===== config.mk =====
export PLATFORM = sky130hd
export DESIGN_NAME = led_arbiter
export DESIGN_NICKNAME = d
export VERILOG_FILES = /design/src/rtl/led_arbiter.sv
export SDC_FILE = /design/constraint.sdc
export NUM_CORES = 1
export LEC_CHECK = 0
export CAP_MARGIN = 25
export CORE_ASPECT_RATIO = 0.7
export CORE_MARGIN = 1.5
export CORE_UTILIZATION = 46
export DETAILED_ROUTE_END_ITERATION = 12
export PLACE_DENSITY = 0.75
export SETUP_SLACK_MARGIN = 0.2
export SLEW_MARGIN = 10
export SYNTH_ARGS = -nofsm -noshare
export SYNTH_HDL_FRONTEND = slang
export SYNTH_SLANG_ARGS = --single-unit
export TNS_END_PERCENT = 1

===== constraint.sdc =====
create_clock -name clk -period 2.1 [get_ports clk]
set_clock_uncertainty 0.15 [all_clocks]
set_input_delay 0.525 -clock clk [delete_from_list [all_inputs] [get_ports clk]]
set_output_delay 0.525 -clock clk [all_outputs]
set_load 0.02 [all_outputs]

===== src/rtl/led_arbiter.sv =====
// Round-robin arbiter sharing one RGB LED among N_REQ requesters, with a dwell limit.
// Define LED_ARBITER_PREEMPT_EN to let requester 0 preempt any other owner.
module led_arbiter #(
  parameter int N_REQ       = 4,
  parameter int DWELL_TICKS = 1000
) (
  input  logic               clk,
  input  logic               rst,
  input  logic [N_REQ-1:0]   req,
  input  logic [3*N_REQ-1:0] color,
  output logic [N_REQ-1:0]   grant,
  output logic [2:0]         rgb,
  output logic               busy
);

  localparam int IW = (N_REQ > 1) ? $clog2(N_REQ) : 1;
  localparam int TW = $clog2(DWELL_TICKS + 1);
  localparam int unsigned NR = N_REQ;
  localparam logic [TW-1:0] EXPIRE = TW'(DWELL_TICKS - 1);
  localparam logic [IW-1:0] LAST   = IW'(N_REQ - 1);

  typedef enum logic [1:0] {
    S_IDLE   = 2'd0,
    S_GRANT  = 2'd1,
    S_SWITCH = 2'd2
  } state_t;

  state_t        state;
  logic [IW-1:0] owner;
  logic [IW-1:0] ptr;
  logic [IW-1:0] sel;
  logic [IW-1:0] idx;
  logic [IW-1:0] owner_next;
  logic [TW-1:0] timer;
  logic          found;
  logic          others;
  logic          released;
  logic          expired;
  logic          leave;
`ifdef LED_ARBITER_PREEMPT_EN
  logic          preempt;
`endif

  // Search upward from ptr, wrapping at N_REQ-1; first requester found wins.
  always_comb begin
    found = 1'b0;
    sel   = ptr;
    idx   = '0;
    for (int unsigned k = 0; k < NR; k++) begin
      idx = IW'((32'(ptr) + k) % NR);
      if (!found && req[idx]) begin
        found = 1'b1;
        sel   = idx;
      end
    end
  end

  always_comb begin
    owner_next = (owner == LAST) ? '0 : owner + 1'b1;
    others     = |(req & ~grant);
    released   = !req[owner];
    expired    = (timer == EXPIRE) && others;
`ifdef LED_ARBITER_PREEMPT_EN
    preempt    = (owner != '0) && req[0];
    leave      = released || expired || preempt;
`else
    leave      = released || expired;
`endif
  end

  always_comb begin
    case (state)
      S_GRANT:  rgb = color[3*owner +: 3];
      S_IDLE,
      S_SWITCH: rgb = '0;
      default:  rgb = '1;
    endcase
  end

  always_ff @(posedge clk) begin
    if (rst) begin
      state <= S_IDLE;
      ptr   <= '0;
      timer <= '0;
      owner <= '0;
      grant <= '0;
      busy  <= 1'b0;
    end else begin
      case (state)
        S_IDLE: begin
          if (found) begin
            state <= S_GRANT;
            owner <= sel;
            timer <= '0;
            grant <= N_REQ'(1) << sel;
            busy  <= 1'b1;
          end
        end
        S_GRANT: begin
          if (leave) begin
            state <= S_SWITCH;
            grant <= '0;
            busy  <= 1'b0;
            ptr   <= owner_next;
`ifdef LED_ARBITER_PREEMPT_EN
            if (preempt) ptr <= '0;
`endif
          end else if (timer == EXPIRE) begin
            // Lone requester at dwell limit: restart the dwell and keep the LED.
            timer <= '0;
          end else begin
            timer <= timer + 1'b1;
          end
        end
        S_SWITCH: state <= S_IDLE;
        default: begin
          state <= S_IDLE;
          grant <= '0;
          busy  <= 1'b0;
        end
      endcase
    end
  end

endmodule


# Word level (Yosys, flattened, before mapping)
# Index checks and enable logic that the tools add are counted.
# classes
addsub,5
n_mul,1
div,0
magnitude_cmp,5
eq_ne,7
shifts,2
mux,32
n_bitwise,3
n_reduce_logical,18
# ops
cell,n
$mux 10,3
$pmux 10 s2,1
$lt 2x3->1 const B,5
$mux 2,6
$pmux 4 s3,1
$shiftx 12x5->3,1
$mux 1,11
$add 10x1->10 const B,1
$bmux 1 s2,5
$eq 10x10->1 const B,1
$mux 4,2
$ne 2x2->1 const B,3
$pmux 3 s2,1
$reduce_and 2->1,3
$reduce_and 3->1,2
$add 2x1->2 const B,2
$add 2x2->2 const B,2
$and 4x4->4,1
$eq 2x2->1 const B,2
$logic_and 1x1->1,4
$logic_not 1->1,4
$mul 2x2->4 const A,1
$not 4->4,1
$pmux 2 s2,1
other kinds (9),9
# word_totals
ff_bits,21
latchBits,0
ram_bits,0
mem_bits_ro,0
in_bits,18
output_inout_bits,8
elab_cells,79
mem_count,0

# Depth between registers and ports, before layout
# Gate-level depths: netlist of the first run.
# depth
depth_word,15
ltp_mapped,7
depth_no_buf,6

# Worst setup path before layout of the first run
# OpenSTA, ideal clock, no wires.
# synth_timing
path_kind,input to register
startpoint,in req[2]
endpoint,reg timer[7]
arrival_ns,1.891
t_required_ns,1.879
path_slack_ns,-0.012
stages,5
path_cell_list,nor2b_1 > a2111oi_4 > o311ai_4 > or4_1 > a21oi_1
# synth_between
elab_chain_len,14
word_cells_on_any_way,28
cone_classes,2 x eq/ne; 14 x mux; 1 x bitwise; 11 x reduce/logical
# synth_rtl
element,line_no,text
"start, declared",9,"input logic [N_REQ-1:0] req,"
$bmux 1 s2,51,if (!found && req[idx]) begin
$mux 1 (implied by the code),51,
$mux 1,51,
$logic_not 1->1,51,
$logic_and 1x1->1,51,
$mux 1,51,
$logic_not 1->1,51,
$logic_and 1x1->1,51,
$mux 1,51,
$logic_not 1->1,51,
$logic_and 1x1->1,51,
$mux 1,51,
$ne 2x2->1 (no line),--,
$reduce_and 3->1 (no line) (*),--,
"end signal, assigned",112,timer <= timer + 1'b1;
"end, declared",34,logic [TW-1:0] timer;
# Every way passes the cells marked *; elsewhere a longest branch is shown, timed or not. The select of a mux whose other input is x is not followed.
# A chain may end at the register's enable or synchronous reset.

# Worst setup path in the final report of the first run
# layout_timing
startpoint,reg timer[0]
endpoint,reg timer[2]
# layout_between
elab_chain_len,5
word_cells_on_any_way,9
cone_classes,1 x add/sub; 2 x eq/ne; 3 x mux; 3 x reduce/logical
# layout_rtl
element
branches (longest 5 deep; another with $add 10x1->10)
# Parallel ways; which one is timed is not known. The select of a mux whose other input is x is not followed.

==> results_dict.tcl, run 1 <==
set metrics [dict create \
    clk_latency_ns 0.27 \
    slew_viol_final 0 \
    io_pins 26 \
    rrSetupSlack_ns -0.06 \
    yosys-mux-area-fraction_pct 6.90 \
    cts_buffer_depth 2 \
    rsz0062_at_grt "true" \
    cts_hold_buf 0 \
    drtIter0Drc 101 \
    area_growth_pct 52.8 \
    ff_latch_area_um2 428 \
    synth_fp_nets 163 \
    reg2reg_to "timer[2]" \
    grt_usage_pct 28.9 \
    layout_common_cells "buf_4 (34), dfxtp_1 (17), a21oi_1 (12)" \
    first_global_vias 1430 \
    min-delay-start "timer[8]" \
    wl_met3_um 287 \
    synth_ff_type "dfxtp_1" \
    die_w_um 66.7 \
    relSlewSlack_pct 67.8 \
    top_layer "met4" \
    synth_xor_area_share_pct 0.671 \
    synth_edf_count 0 \
    start_kind "flop" \
    dpl_cell_area_um2 1800 \
    cts-root-buf "clkbuf_8" \
    gp_congestion 0.807 \
    die_area_um2 3170 \
    r2r-start "timer[0]" \
    cp.required_ns 2.13 \
    synth_top_family_by_area "compound AO/OA/AOI/OAI gates" \
    maxCapViolations 0 \
    arrival_ns 2.19 \
    first_pass_iters 4 \
    grt.overflow.total 0 \
    dpl.hpwl_um 2820 \
    drive_gt1_share_pct 45.3 \
    finalNetCount 224 \
    fin_crit_ns 2.16 \
    grt_start_max_net_pins 12 \
    ff2ff_path_depth 7 \
    h-tree-depth 1 \
    ir_worst_vdd_mv 0.391 \
    async_flop_share_pct 0 \
    coreArea_um2 2570 \
    synth_cell_types 44 \
    crit_fanout 8 \
    antenna_found_initial 0 \
    drt-met1-wl_um 1870 \
    hold_violations 0 \
    io_buffers 25 \
    synth_area_um2 1310 \
    yosys_warnings 0 \
    grt_pass1_wl_um 6640 \
    setup.worst_path.end_class "flop" \
    hold_depth 2 \
    fillers 167 \
    synth-seq-cells 21 \
    cts_sinks 21 \
    wl_met2_um 2050 \
    drc 0 \
    status "finished, violations left" \
    seq_area_frac_synth_pct 32.2 \
    power.density_nw_per_um2 577 \
    violations "negative setup slack" \
    p_leak_nw 0.748 \
    multi_input_area_um2 972 \
    cts_made_buffers 3 \
    layout_setup_ws_ns -0.0607 \
    synth_area_per_cell_um2 9.13 \
    wl_um 4280 \
    viasPerCell 6.13 \
    synthSimpleGateAreaFrac_pct 24.9 \
    fmax_mhz 463 \
    final_common_cell "buf_4" \
    tightest_slew_ns 0.483 \
    cts_tree "done" \
    synth_compound_area_share_pct 29.5 \
    synth_cells 143 \
    place_ws_ns -0.706 \
    finalSetupViolations 9 \
    routedWlPerCell_um 18.1 \
    die_h_um 47.6 \
    hold_end "timer[8]" \
    fin_area_um2 1990 \
    post-route-period-util_pct 103 \
    antenna_left 0 \
    rows 15 \
    clk_pin_slew_ns 0.09 \
    diodes 0 \
    path_class "flop to flop" \
    initial_utilization_pct 50.8 \
    vias 1453 \
    synthAdderAreaFrac_pct 1.92 \
    hold_path_class "flop to flop" \
]
[kinds of logic (layout without fill, tap and decap cells)]
family                     Yosys count  after routing
AOI/OAI and AO/OA                   53             54
and+or+nand+nor                     52             52
DFF                                 21             21
buffers and inverters               10             69
muxes                                4              4
adders and majority gates            2              2
xor gates and xnor gates             1              1
[worst max path at each step]
stage	slack [ns]	startpoint	end	cells past startpoint
floorplan	0.01	req[0]	timer[7]	5
global placement	-0.67	color[9]	rgb[0]	4
detailed placement	-0.71	req[0]	timer[3]	6
CTS	-0.07	owner[0]	rgb[2]	3
global route	-0.1	req[3]	timer[6]	6
finish	-0.06	timer[0]	timer[2]	7
[metrics by stage]
stage	hold WS [ns]	utilization [%]	instances	power, mW	setup TNS (ns)
2_1_floorplan	0.302	-	143	0.644	0
3_3_place_gp	0.314	70.0	227	0.792	-13.23
3_5_place_dp	0.322	70.0	227	0.804	-13.90
4_1_cts	0.336	74.0	234	1.09	-0.342
5_1_grt	0.378	77.6	237	1.20	-0.905
6_report	0.363	77.6	237	1.15	-0.337
[synthesized netlist by cell type (2+ instances only)]
master | number | area share [%]
nor2_1 | 5 | 1.4
nand2b_1 | 5 | 2.4
mux4_2 | 4 | 6.9
o21a_1 | 4 | 2.3
clkbuf_1 | 2 | 0.58
or3_1 | 4 | 1.9
dfxtp_1 | 21 | 32
nor2b_1 | 5 | 2.4
o21bai_1 | 2 | 1.2
o31ai_1 | 5 | 2.9
nor4_2 | 2 | 1.9
nand3_1 | 4 | 1.5
or4_1 | 6 | 3.5
or2_2 | 2 | 0.96
a21bo_2 | 3 | 2.3
nand4_1 | 4 | 1.9
o21ai_0 | 7 | 2.7
inv_1 | 5 | 1.4
a21oi_1 | 18 | 6.9
nor3_1 | 2 | 0.77
ha_1 | 2 | 1.9
nand2_1 | 6 | 1.7
o2111ai_1 | 2 | 1.3
a31oi_1 | 3 | 1.4
[area by class of cell]
cell class	instances	share of cell area, %
well taps	34	2.13
multi-input cells	113	48.7
clock buffers	4	2.26
repair buffers	60	24.5
flip-flops and latches	21	21.5
inverters	5	0.941
[registers in the layout, summed over array words and instances, names as in the netlist]
register and cells:
timer 10, state 2, busy 1, ptr 2, grant 4, owner 2
[timing repair]
item / in CTS / in global routing
endpoints found under the hold margin: 0 / 0
endpoints found under the setup margin: 28 / 24
gates cloned: 1 / 0
setup buffers: 2 / 3
pin swaps: 13 / 22
resized for setup: 80 / 20
[report_power, final]
part           total [mW]  switching [mW]  internal (mW)
Sequential          0.454          0.0312          0.423
Combinational       0.418           0.206          0.212
Clock               0.278           0.142          0.135
[critical path, cell delays in order (launching register included)]
cell	delay, ns
dfxtp_2	0.36
ha_4	0.15
inv_2	0.04
or3_4	0.43
o311ai_4	0.48
buf_4	0.21
a21oi_1	0.04
o32ai_1	0.22
[per-layer routing]
layer | up-vias | GRT usage (%)
li1 | 681 | -
met3 | 8 | 5.65
met2 | 70 | 50.2
met5 | - | 0
met1 | 694 | 36.8
met4 | 0 | 10.6
Note: power is estimated with default switching activity, not from simulation.
==> inputs of run 2 (changes only) <==
--- a/config.mk
+++ b/config.mk
@@ -6,11 +6,13 @@
 export NUM_CORES = 1
 export LEC_CHECK = 0
 export CAP_MARGIN = 25
+export CELL_PAD_IN_SITES_DETAIL_PLACEMENT = 0
+export CELL_PAD_IN_SITES_GLOBAL_PLACEMENT = 2
 export CORE_ASPECT_RATIO = 0.7
 export CORE_MARGIN = 1.5
-export CORE_UTILIZATION = 46
+export CORE_UTILIZATION = 28
 export DETAILED_ROUTE_END_ITERATION = 12
-export PLACE_DENSITY = 0.75
+export PLACE_DENSITY_LB_ADDON = 0.1
 export SETUP_SLACK_MARGIN = 0.2
 export SLEW_MARGIN = 10
 export SYNTH_ARGS = -nofsm -noshare
==> results_dict.tcl, run 2 (synthesis gave the netlist of run 1 again) <==
set metrics [dict create \
    arrival_ns 1.47 \
    h-tree-depth 1 \
    ir_worst_vdd_mv 0.292 \
    drive_gt1_share_pct 44.0 \
    coreArea_um2 4400 \
    rows 20 \
    cts_made_buffers 3 \
    first_global_vias 1443 \
    area_growth_pct 61.1 \
    fin_area_um2 2100 \
    rsz0062_at_grt "true" \
    fin_crit_ns 2.14 \
    final_common_cell "buf_4" \
    power.density_nw_per_um2 551 \
    slew_viol_final 0 \
    die_w_um 84.6 \
    place_inst 250 \
    dpl.hpwl_um 2920 \
    post-route-period-util_pct 102 \
    crit_fanout 1 \
    io_buffers 25 \
    routedWlPerCell_um 15.8 \
    viasPerCell 5.41 \
    cts_tree "done" \
    top_regs "timer x10, grant x4" \
    grt.overflow.total 0 \
    wl_um 4140 \
    fmax_mhz 466 \
    finalSetupViolations 4 \
    hold-worst-slack_ns 0.331 \
    drtIter0Drc 92 \
    maxCapViolations 0 \
    initial_utilization_pct 29.6 \
    io_pins 26 \
    grt_usage_pct 17.5 \
    clk_pin_slew_ns 0.08 \
    clk_latency_ns 0.26 \
    path_cells "clkdlybuf4s15_1 -> mux4_2 -> o21a_1 -> buf_6" \
    die_area_um2 5090 \
    status "finished, violations left" \
    cts_buffer_depth 2 \
    tightest_slew_ns 0.413 \
    antenna_found_initial 0 \
    cts_sinks 21 \
    drc 0 \
    cts_hold_buf 0 \
    largest_register_ffs 10 \
    cts-root-buf "clkbuf_8" \
    violations "negative setup slack" \
    fin_total_pwr_mw 1.16 \
    dpl_cell_area_um2 1850 \
    setup.worst_path.end_class "output port" \
    crit_buf_inv 2 \
    critical-path-slowest-cell "mux4_2" \
    vias 1417 \
    finalNetCount 228 \
    diodes 0 \
    hold_path_class "flop to flop" \
    finalNonFillerCells 262 \
    top_register "timer" \
    antenna_left 0 \
    start_kind "input pin" \
    path_class "input pin to output port" \
    layout_setup_ws_ns -0.0438 \
    grt_start_max_net_pins 13 \
    p_leak_nw 0.786 \
    layout_common_cells "buf_4 (37), a21oi_1 (15), dfxtp_1 (15)" \
    grt_pass1_wl_um 7000 \
    gp_congestion 0.789 \
    first_pass_iters 4 \
    die_h_um 60.1 \
    cpPeakStageDelay_ns 0.45 \
    cp.required_ns 1.42 \
    relSlewSlack_pct 72.2 \
    hold_violations 0 \
    cpLargestDelayFamily "multiplexers" \
]
## run 2: cell count changes in the layout (fill, tap and decap cells not counted), moves of 2 or more
cell / delta
a21oi_2: -3
buf_2: -4
nor2b_4: +2
nor2b_2: -2
a21oi_1: +3
dfxtp_2: +2
dfxtp_1: -2
clkdlybuf4s15_1: +5
buf_4: +3
## run 2: final timing paths
| kind | from | end | slack, ns | cells after the start |
|---|---|---|---|---|
| hold reg to reg | timer[8] | timer[8] | 0.33 | 2 |
| hold / removal | timer[8] | timer[8] | 0.33 | 2 |
| setup reg to reg | owner[0] | ptr[0] | -0.03 | 6 |
| setup / recovery | color[5] | rgb[2] | -0.04 | 4 |
## run 2: worst register-to-register path: stages (launching register included)
cell	delay, ns
dfxtp_4	0.39
buf_6	0.12
mux4_2	0.50
buf_4	0.16
o21a_2	0.12
or4_4	0.49
a21oi_2	0.14
## run 2: repair_timing
action,in CTS,in global routing
gates cloned,2,0
setup buffers,3,3
pin swaps,20,11
setup endpoints to repair,28,23
resized for setup,89,14
## run 2: final cells by class
cell class / instances / area [µm²]
inverter: 5 / 18.8
sequential: 21 / 430
clock buffer: 3 / 41.3
multi-input combinational: 114 / 1000
fill: 417 / 2300
clock inverter: 1 / 5.00
timing repair buffer: 63 / 536
tap: 55 / 68.8
## run 2: stage by stage
stage | setup WS, ns | TNS [ns] | util (%)
6_report | -0.0438 | -0.145 | 47.7
4_1_cts | -0.0724 | -0.241 | 46.4
3_3_place_gp | -0.679 | -13.54 | 42.1
3_5_place_dp | -0.723 | -13.92 | 42.1
5_1_grt | -0.122 | -0.616 | 47.7
2_1_floorplan | 0.0100 | 0 | -
## run 2: power by group
group,total [mW],internal [mW],switching (mW)
combinational,0.431,0.227,0.204
clock,0.269,0.132,0.137
sequential,0.458,0.423,0.0352
total,1.16,0.783,0.376
## run 2: per-layer routing
layer / share of wire [%] / up-vias / global-route usage, %
met1: 53 / 685 / 25.6
met2: 42 / 36 / 27.7
li1: - / 696 / -
met4: 0 / 0 / 1.84
met3: 5.0 / 0 / 3.45
met5: 0 / - / 0
==> inputs of run 3 (changes only) <==
--- a/config.mk
+++ b/config.mk
@@ -12,6 +12,7 @@
 export CORE_MARGIN = 1.5
 export CORE_UTILIZATION = 28
 export DETAILED_ROUTE_END_ITERATION = 12
+export HOLD_SLACK_MARGIN = 0.03
 export PLACE_DENSITY_LB_ADDON = 0.1
 export SETUP_SLACK_MARGIN = 0.2
 export SLEW_MARGIN = 10
==> results of run 3 <==
Same layout as run 2: the final DEF is identical, and so are final timing and power.
